File: src/rtl/if_stage.sv
// if_stage: instruction-fetch stage of the 5-stage pipelined MIPS CPU.
// Owns the PC, the instruction-memory request handshake and the IF/ID register.
//
// Ports:
//   clk, rst          clock (rising edge), asynchronous active-low reset
//   stall             load-use stall from control; holds PC and IF/ID
//   branch_taken      taken branch/jump resolved in ID
//   branch_target     redirect PC, valid with branch_taken
//   imem_req          fetch request
//   imem_addr         fetch address (always equal to pc)
//   imem_rdata        fetched word, valid with imem_ack
//   imem_ack          one-cycle completion strobe
//   pc                current fetch PC
//   if_instr          word entering ID on the next edge (load-use look-ahead)
//   id_instr, id_pc4  IF/ID instruction and PC+4
//
// state | meaning
// ------+--------------------------------------------------------------
// BOOT  | first cycle out of reset, no request issued, ID gets a bubble
// FETCH | request outstanding at pc, waiting for imem_ack
// HELD  | word fetched during a stall, parked in fetch_buf until release

module if_stage #(
  parameter logic [31:0] RESET_PC  = 32'h0000_0000,
  parameter logic [31:0] NOP_INSTR = 32'h0000_0000
) (
  input  logic        clk,
  input  logic        rst,
  input  logic        stall,
  input  logic        branch_taken,
  input  logic [31:0] branch_target,
  output logic        imem_req,
  output logic [31:0] imem_addr,
  input  logic [31:0] imem_rdata,
  input  logic        imem_ack,
  output logic [31:0] pc,
  output logic [31:0] if_instr,
  output logic [31:0] id_instr,
  output logic [31:0] id_pc4
);

  typedef enum logic [1:0] {
    BOOT  = 2'd0,
    FETCH = 2'd1,
    HELD  = 2'd2
  } state_t;

  state_t      state, state_nx;
  logic [31:0] pc_nx;
  logic [31:0] id_instr_nx;
  logic [31:0] id_pc4_nx;
  logic [31:0] fetch_buf, fetch_buf_nx;
  logic        redir_pend, redir_pend_nx;
  logic [31:0] redir_pc, redir_pc_nx;
  logic [31:0] pc_plus4;

  // 32-bit modulo: 32'hFFFF_FFFC wraps to 0.
  assign pc_plus4 = pc + 32'd4;

  always_ff @(posedge clk or negedge rst) begin
    if (!rst) begin
      state      <= BOOT;
      pc         <= RESET_PC;
      id_instr   <= NOP_INSTR;
      id_pc4     <= 32'h0000_0000;
      fetch_buf  <= 32'h0000_0000;
      redir_pend <= 1'b0;
      redir_pc   <= 32'h0000_0000;
    end else begin
      state      <= state_nx;
      pc         <= pc_nx;
      id_instr   <= id_instr_nx;
      id_pc4     <= id_pc4_nx;
      fetch_buf  <= fetch_buf_nx;
      redir_pend <= redir_pend_nx;
      redir_pc   <= redir_pc_nx;
    end
  end

  always_comb begin
    state_nx      = state;
    pc_nx         = pc;
    id_instr_nx   = id_instr;
    id_pc4_nx     = id_pc4;
    fetch_buf_nx  = fetch_buf;
    redir_pend_nx = redir_pend;
    redir_pc_nx   = redir_pc;
    imem_req      = 1'b0;
    if_instr      = NOP_INSTR;

    unique case (state)
      BOOT: begin
        id_instr_nx = NOP_INSTR;
        state_nx    = FETCH;
      end

      FETCH: begin
        imem_req = 1'b1;
        if (imem_ack && !redir_pend)
          if_instr = imem_rdata;

        if (!imem_ack) begin
          // Waiting: ID sees bubbles. A redirect arriving now is a one-cycle
          // pulse, so it is remembered and applied when the request completes.
          if (!stall) begin
            id_instr_nx = NOP_INSTR;
            if (branch_taken) begin
              redir_pend_nx = 1'b1;
              redir_pc_nx   = branch_target;
            end
          end
        end else if (redir_pend) begin
          // Word belongs to the wrong path; drop it and jump.
          pc_nx         = redir_pc;
          redir_pend_nx = 1'b0;
          if (!stall)
            id_instr_nx = NOP_INSTR;
        end else if (stall) begin
          fetch_buf_nx = imem_rdata;
          state_nx     = HELD;
        end else if (branch_taken) begin
          id_instr_nx = NOP_INSTR;
          id_pc4_nx   = pc_plus4;
          pc_nx       = branch_target;
        end else begin
          id_instr_nx = imem_rdata;
          id_pc4_nx   = pc_plus4;
          pc_nx       = pc_plus4;
        end
      end

      HELD: begin
        if_instr = fetch_buf;
        if (!stall) begin
          id_pc4_nx = pc_plus4;
          state_nx  = FETCH;
          if (branch_taken) begin
            id_instr_nx = NOP_INSTR;
            pc_nx       = branch_target;
          end else begin
            id_instr_nx = fetch_buf;
            pc_nx       = pc_plus4;
          end
        end
      end

      default: begin
        state_nx = BOOT;
      end
    endcase
  end

  assign imem_addr = pc;

endmodule

File: config.mk
export PLATFORM = sky130hd
export DESIGN_NAME = if_stage
export DESIGN_NICKNAME = d
export VERILOG_FILES = /design/src/rtl/if_stage.sv
export SDC_FILE = /design/constraint.sdc
export NUM_CORES = 1
export LEC_CHECK = 0
export CAP_MARGIN = 0
export CORE_MARGIN = 5
export CORE_UTILIZATION = 34
export DETAILED_ROUTE_END_ITERATION = 16
export PLACE_DENSITY = 0.58
export SLEW_MARGIN = 20
export SYNTH_ARGS = -nofsm -noshare
export SYNTH_HDL_FRONTEND = slang
export SYNTH_SLANG_ARGS = --single-unit
File: constraint.sdc
create_clock -name clk -period 6.5 [get_ports clk]
set_input_delay 1.3 -clock clk [delete_from_list [all_inputs] [get_ports clk]]
set_output_delay 1.3 -clock clk [all_outputs]
set_load 0.05 [all_outputs]
==> Implementation_results.wiki, run 1 <==
{| class="wikitable"
! Metric !! Value
|-
| Total gr overflow || 0
|-
| Reg2reg start || state[0]
|-
| Cell count of the worst reg-to-reg path || 6
|-
| Final setup slack of the worst path || about 1000 ps
|-
| Fmax || between 0.15 and 0.2 GHz
|-
| Peak supply drop || 0.000266 V
|-
| Initial antenna violation count || 2
|-
| Maximum fanout along the worst path || 27
|-
| Result of the run || complete, no violations
|-
| Worst clock skew on the final layout || roughly 16 ps
|-
| Sequential-to-total area share from yosys stat || 0.480
|-
| Post-CTS Setup Repair Bufs || 0
|-
| Number of nets produced by synthesis || 869
|-
| Register clock-pin slew on the reported worst setup and hold paths || around 60 ps
|-
| Cell count of the worst hold path || 2
|-
| Fraction of final layout cells with drive strength greater than 1 || 0.144
|-
| Via count of the first global-routing pass || between 7k and 8k
|-
| Slew margin rel. || 0.303
|-
| Routability cong. || around 0.81
|-
| Number of cells in the finished layout apart from fillers || 1300
|-
| Gates resized, CTS repair || 0
|-
| Shortest period the worst path allows || about 5500 ps
|-
| CP arrival || between 4000 and 5000 ps
|-
| Detailed-route wire length || 26900 um
|-
| Gate count after technology mapping || 795
|-
| Number of vias per cell || 5.43
|-
| H-tree depth || 4
|-
| Initial core utilization || 0.348
|-
| Number of sinks on the clock net || around 160
|-
| Routed length per placed instance || 20.7 um
|-
| Final setup fails || 0
|-
| Most frequent cells in the layout || 228 x sky130_fd_sc_hd__clkdlybuf4s50_1, 163 x sky130_fd_sc_hd__dfrtp_1, 77 x sky130_fd_sc_hd__mux2_2
|-
| Syn Std Cell Area || around 0.0085 sq mm
|-
| Number of nets in the finished design || between 1k and 1.5k
|-
| Count of hold-fix buffers inserted at cts || 0
|-
| Largest area contributor in the netlist || sky130_fd_sc_hd__dfrtp_1
|-
| Most frequent standard cell in the layout excluding fill and tap cells || sky130_fd_sc_hd__clkdlybuf4s50_1
|-
| CP Class || input pin to output pin
|-
| Final number of hold-violating endpoints || 0
|-
| Share of Yosys cell area claimed by the top area cell type || 0.480
|-
| DRC Markers || 0
|-
| Deepest clock path buffer count || 2
|-
| Post-synth cell types || 60
|-
| Via count || a little over 7k
|-
| Launching element type of the critical path || input pin
|-
| TritonCTS clock tree || yes
|-
| Worst-case setup slack after placement || approximately 1100 ps
|-
| Fill count || ~2.3k
|-
| Overall Global Routing Usage || 0.186
|-
| Top-Level Pins || 230
|-
| Number of design-rule violations left by the first detailed-router iteration || roughly 520
|-
| Unrepaired setup endpoints after global routing || no
|-
| Required time reported for the critical path endpoint || 5200 ps
|-
| Detailed Place HPWL || between 15000 and 20000 um
|-
| Utilization after layout || 0.463
|-
| Rows || 57
|-
| Die area || 0.0283 sq mm
|-
| Number of instances in the placed design || roughly 1.3k
|-
| Area growth syn-to-layout || 33.3%
|-
| Pin count of the biggest net entering global routing || just under 70
|-
| Synthesized area per cell || roughly 11 sq um
|-
| Core footprint || roughly 0.024 sq mm
|-
| Post-synthesis sequential element count || about 160
|-
| Worst reg-to-reg setup slack || between 2000 and 3000 ps
|-
| Synth warn || 0
|-
| Terminus of the critical flop-to-flop path || id_pc4[12]
|-
| Post-synth ARST share || 1.00
|-
| Clock buffer count from CTS || 17
|-
| Share of the cycle needed by the critical path after routing || 0.842
|-
| Number of iterations in the first detailed-routing pass || 5
|-
| Maximum capacitance violations || 0
|-
| Static Leakage || 0.00444 uW
|-
| Die height || approximately 170 um
|-
| Slew at the pin with the worst max-slew slack || ~1000 ps
|-
| Hold path start || id_pc4[19]
|-
| Clock insertion delay at the later pin of the skew report || between 400 and 500 ps
|-
| Worst Setup End Kind || output pin
|-
| Die width || 168 um
|-
| IO buf count || roughly 230
|-
| Hold Path Sink || id_pc4[19]
|-
| Number of enable flip-flop cells after synthesis || 0
|-
| Setup tns final || 0 ps
|-
| Leading register cell type out of synthesis || sky130_fd_sc_hd__dfrtp_1
|-
| Path class of the lowest-slack min-delay path || flop to flop
|-
| Wire length of the first global-routing pass || ~42000 um
|-
| Routed Antenna Nets || 0
|-
| Leading post-synthesis cells by cell area || sky130_fd_sc_hd__dfrtp_1 48%, sky130_fd_sc_hd__mux2_2 10%, sky130_fd_sc_hd__a32o_1 3.8%
|-
| Root buffer cell || sky130_fd_sc_hd__clkbuf_16
|-
| Power per cell area || around 550 mW/mm^2
|-
| Fin. max-slew vios || 0
|}
where the power goes:
group	total, uW	internal [uW]	leakage (uW)	switching (uW)
Clock	1020	570	0.000284	447
Combinational	3380	1200	0.00212	2170
Sequential	1850	1430	0.00203	420
Total	6250	3210	0.00444	3040
cell usage after synthesis, drive strengths merged, types with 7 or more instances:
| library cell | number |
|---|---|
| a21oi | 27 |
| xnor2 | 17 |
| buf | 41 |
| xor2 | 11 |
| a32o | 32 |
| nor4 | 8 |
| nor2 | 33 |
| inv | 7 |
| clkbuf | 54 |
| nor3 | 13 |
| nand3 | 15 |
| nand2 | 53 |
| mux2 | 77 |
| dfrtp | 163 |
| a22oi | 38 |
| o21ai | 64 |
| nor2b | 36 |
| nand4 | 11 |
| o22ai | 9 |
| and3 | 9 |
critical path, stage by stage:
cell and delay, ps:
sky130_fd_sc_hd__clkdlybuf4s50_1 620, sky130_fd_sc_hd__nor2b_1 240, sky130_fd_sc_hd__and2_1 390, sky130_fd_sc_hd__buf_4 410
sky130_fd_sc_hd__a22oi_1 120, sky130_fd_sc_hd__nor2b_1 220, sky130_fd_sc_hd__clkdlybuf4s50_1 860
routing by layer:
metal | track usage | routed length, um
met4 | 0.0515 | 409
met2 | 0.279 | 12100
met1 | 0.259 | 12100
met3 | 0.0603 | 2300
met5 | 0 | 20
final cells by class:
| type | count | area, sq um | area share |
|---|---|---|---|
| clock inverters | 14 | 153 | 0.0135 |
| clock buffers | 17 | 425 | 0.0375 |
| inverters | 7 | 26.3 | 0.00232 |
| multi-input cells | 530 | 3840 | 0.338 |
| flip-flops and latches | 163 | 4080 | 0.360 |
| repair buffers | 244 | 2410 | 0.212 |
| diodes | 1 | 2.50 | 0.000221 |
| well taps | 324 | 405 | 0.0358 |
state kept, by name, summed over array words and instances, names as in the netlist:
name / flops
redir_pend: 1
id_instr: 32
fetch_buf: 32
redir_pc: 32
imem_addr: 32
id_pc4: 32
state: 2
cells by family (layout without fill, tap and decap cells):
group,after synthesis,after routing,share of synthesized area
other,0,1,0
AO/OA/AOI/OAI,218,218,0.179
adder cells (fa/ha/maj),5,5,0.00736
multiplexers,83,83,0.109
AND/OR/NAND/NOR,196,196,0.125
XOR/XNOR,28,28,0.0288
buffers and inverters,102,282,0.0711
flip-flops,163,163,0.480
stage by stage:
stage,area (sq um),total power (uW),hold WS [ps]
floorplan,8500,4250,475
global placement,10800,5220,461
detailed placement,10800,5260,469
CTS,11300,6280,484
global route,11300,6570,497
finish,11300,6250,476
worst max-delay path by stage:
stage	startpoint	endpoint	slack, ps
6_report	imem_ack	if_instr[30]	1030
5_1_grt	imem_ack	if_instr[19]	870
4_1_cts	imem_ack	if_instr[17]	1040
3_5_place_dp	imem_ack	if_instr[23]	1060
3_3_place_gp	imem_ack	if_instr[19]	1140
2_1_floorplan	imem_ack	if_instr[0]	2270
Power figures use the tool's default switching activity.
==> run 2: changes to the inputs <==
==> constraint.sdc (replaced) <==
create_clock -name clk -period 5.3 [get_ports clk]
set_input_delay 1.06 -clock clk [delete_from_list [all_inputs] [get_ports clk]]
set_output_delay 1.06 -clock clk [all_outputs]
set_load 0.05 [all_outputs]
==> Implementation_results.wiki, run 2 (same netlist as run 1, synthesis figures left out) <==
{| class="wikitable"
! Metric !! Value
|-
| Core footprint || 0.0245 sq mm (unchanged)
|-
| Number of design-rule violations left by the first detailed-router iteration || 424 (-18%)
|-
| Peak supply drop || 0.000315 V (+18%)
|-
| Cell area after placement || 0.0111 sq mm (+3.1%)
|-
| Overall Global Routing Usage || 0.187 (+0.00133)
|-
| Total gr overflow || 0 (unchanged)
|-
| Non-Filler Cell Area, Final || 0.0117 sq mm (+2.8%)
|-
| Worst Setup End Kind || output pin
|-
| Die height || 168 um (unchanged)
|-
| Maximum capacitance violations || 0 (unchanged)
|-
| Via count || 7048 (-0.16%)
|-
| Unrepaired setup endpoints after global routing || no
|-
| Static Leakage || 0.00459 uW (+3.5%)
|-
| Die width || 168 um (unchanged)
|-
| Result of the run || complete, no violations
|-
| CP arrival || 3070 ps (-1100 ps)
|-
| DRC Markers || 0 (unchanged)
|-
| Utilization after layout || 0.476 (+0.0132)
|-
| Crit path top cell by count || sky130_fd_sc_hd__nor2b_1
|-
| Power per cell area || 666 mW/mm^2 (+21%)
|-
| Detailed Place HPWL || 18400 um (+1.3%)
|-
| Top-Level Pins || 230 (unchanged)
|-
| Root buffer cell || sky130_fd_sc_hd__clkbuf_16
|-
| Cell count of the worst reg-to-reg path || 6 (unchanged)
|-
| Most frequent cells in the layout || 196 x sky130_fd_sc_hd__clkdlybuf4s50_1, 163 x sky130_fd_sc_hd__dfrtp_1, 77 x sky130_fd_sc_hd__mux2_2
|-
| Detailed-route wire length || 27000 um (about the same)
|-
| Shortest period the worst path allows || 4130 ps
|-
| Cell count of the worst hold path || 2 (unchanged)
|-
| Number of nets in the finished design || 1039 (+0.19%)
|-
| Via count of the first global-routing pass || 7112 (+1.5%)
|-
| Count of hold-fix buffers inserted at cts || 0 (unchanged)
|-
| Path class of the lowest-slack min-delay path || flop to flop
|-
| Number of vias per cell || 5.42 (-0.23%)
|-
| Diodes inserted || 0 (-1)
|-
| Final setup fails || 0 (unchanged)
|-
| Fmax || 0.242 GHz
|-
| Initial antenna violation count || 3 (+1)
|-
| CP Class || input pin to output pin
|-
| Slew margin rel. || 0.214 (-0.0891)
|-
| Fill count || 2222 (-1.7%)
|-
| Fraction of final layout cells with drive strength greater than 1 || 0.178 (+0.0345)
|-
| Post-CTS Setup Repair Bufs || 0 (unchanged)
|-
| Pin count of the biggest net entering global routing || 98 (+44%)
|-
| Area growth syn-to-layout || 37.1%
|-
| Fin. max-slew vios || 0 (unchanged)
|-
| H-tree depth || 4 (unchanged)
|-
| Number of sinks on the clock net || 163 (unchanged)
|-
| Slowest cell on crit path || sky130_fd_sc_hd__clkdlybuf4s50_1
|-
| Rows || 57 (unchanged)
|-
| Worst-case setup slack after placement || 1150 ps (+87.1 ps)
|-
| Initial core utilization || 0.348 (unchanged)
|-
| Number of iterations in the first detailed-routing pass || 5 (unchanged)
|-
| IO buf count || 229 (unchanged)
|-
| TritonCTS clock tree || yes
|-
| Clock insertion delay at the later pin of the skew report || 430 ps (about the same)
|-
| Launching element type of the critical path || input pin
|-
| Die area || 0.0283 sq mm (unchanged)
|-
| Largest stage delay on the critical path || 610 ps (-250 ps)
|-
| Final number of hold-violating endpoints || 0 (unchanged)
|-
| Wire length of the first global-routing pass || 42500 um (+1.1%)
|-
| Slew at the pin with the worst max-slew slack || 1180 ps (+131 ps)
|-
| Routability cong. || 0.853 (+5.3%)
|-
| Final setup slack of the worst path || 1170 ps (+144 ps)
|-
| Routed length per placed instance || 20.7 um (about the same)
|-
| Routed Antenna Nets || 0 (unchanged)
|-
| Setup tns final || 0 ps (unchanged)
|-
| Gates resized, CTS repair || 0 (unchanged)
|-
| Maximum fanout along the worst path || 34 (+26%)
|-
| Required time reported for the critical path endpoint || 4240 ps (-960 ps)
|-
| Clock buffer count from CTS || 17 (unchanged)
|-
| Share of the cycle needed by the critical path after routing || 0.779
|-
| Register clock-pin slew on the reported worst setup and hold paths || 70 ps (about the same)
|-
| Most frequent standard cell in the layout excluding fill and tap cells || sky130_fd_sc_hd__clkdlybuf4s50_1
|-
| Deepest clock path buffer count || 2 (unchanged)
|-
| Worst clock skew on the final layout || 11.8 ps (-4.27 ps)
|-
| Chain of cells forming the critical path || clkdlybuf4s50_1 > nor2b_1 > and2_1 > buf_4 > a22oi_1 > nor2b_1 > buf_12
|}
-- run 2: metrics by stage --
stage               instances  total power, uW  hold WS (ps)
global placement         1270             6550           461
global route             1301             8190           506
detailed placement       1270             6580           470
CTS                      1301             7830           485
finish                   1301             7770           479
floorplan                 795             5220           475
-- run 2: worst paths after layout --
| check | start | to | slack (ps) |
|---|---|---|---|
| max | imem_ack | if_instr[0] | 1170 |
| min | id_pc4[15] | id_pc4[15] | 480 |
| max reg2reg | state[0] | imem_addr[23] | 2020 |
| min reg2reg | id_pc4[15] | id_pc4[15] | 480 |
| max in group asynchronous | rst | id_instr[14] | 3430 |
| min in group asynchronous | rst | id_pc4[2] | 710 |
-- run 2: final cells by class --
class,count,area (sq um),share of cell area
Clock buffer,17,425,0.0365
Clock inverter,14,143,0.0122
Inverter,7,26.3,0.00225
Multi-Input combinational cell,530,3840,0.329
Sequential cell,163,4080,0.350
Tap cell,324,405,0.0348
Timing Repair Buffer,246,2740,0.235
-- run 2: layer usage --
metal	global-route usage	share of wire	wire length, um	vias to the layer above
met5	0	0.0014	39	-
met4	0.0363	0.0098	263	6
met3	0.0673	0.084	2270	25
met2	0.290	0.46	12300	249
met1	0.255	0.45	12100	3524
li1	-	-	-	3244
-- run 2: power by group --
part	switching (uW)	internal, uW
Clock	566	661
Combinational	2700	1580
Sequential	507	1760
-- run 2: critical path, delay by kind of cell --
family / cells / cell delay, ps
compound gates: 1 / 120
buf+inv: 3 / 1160
simple gates: 3 / 700
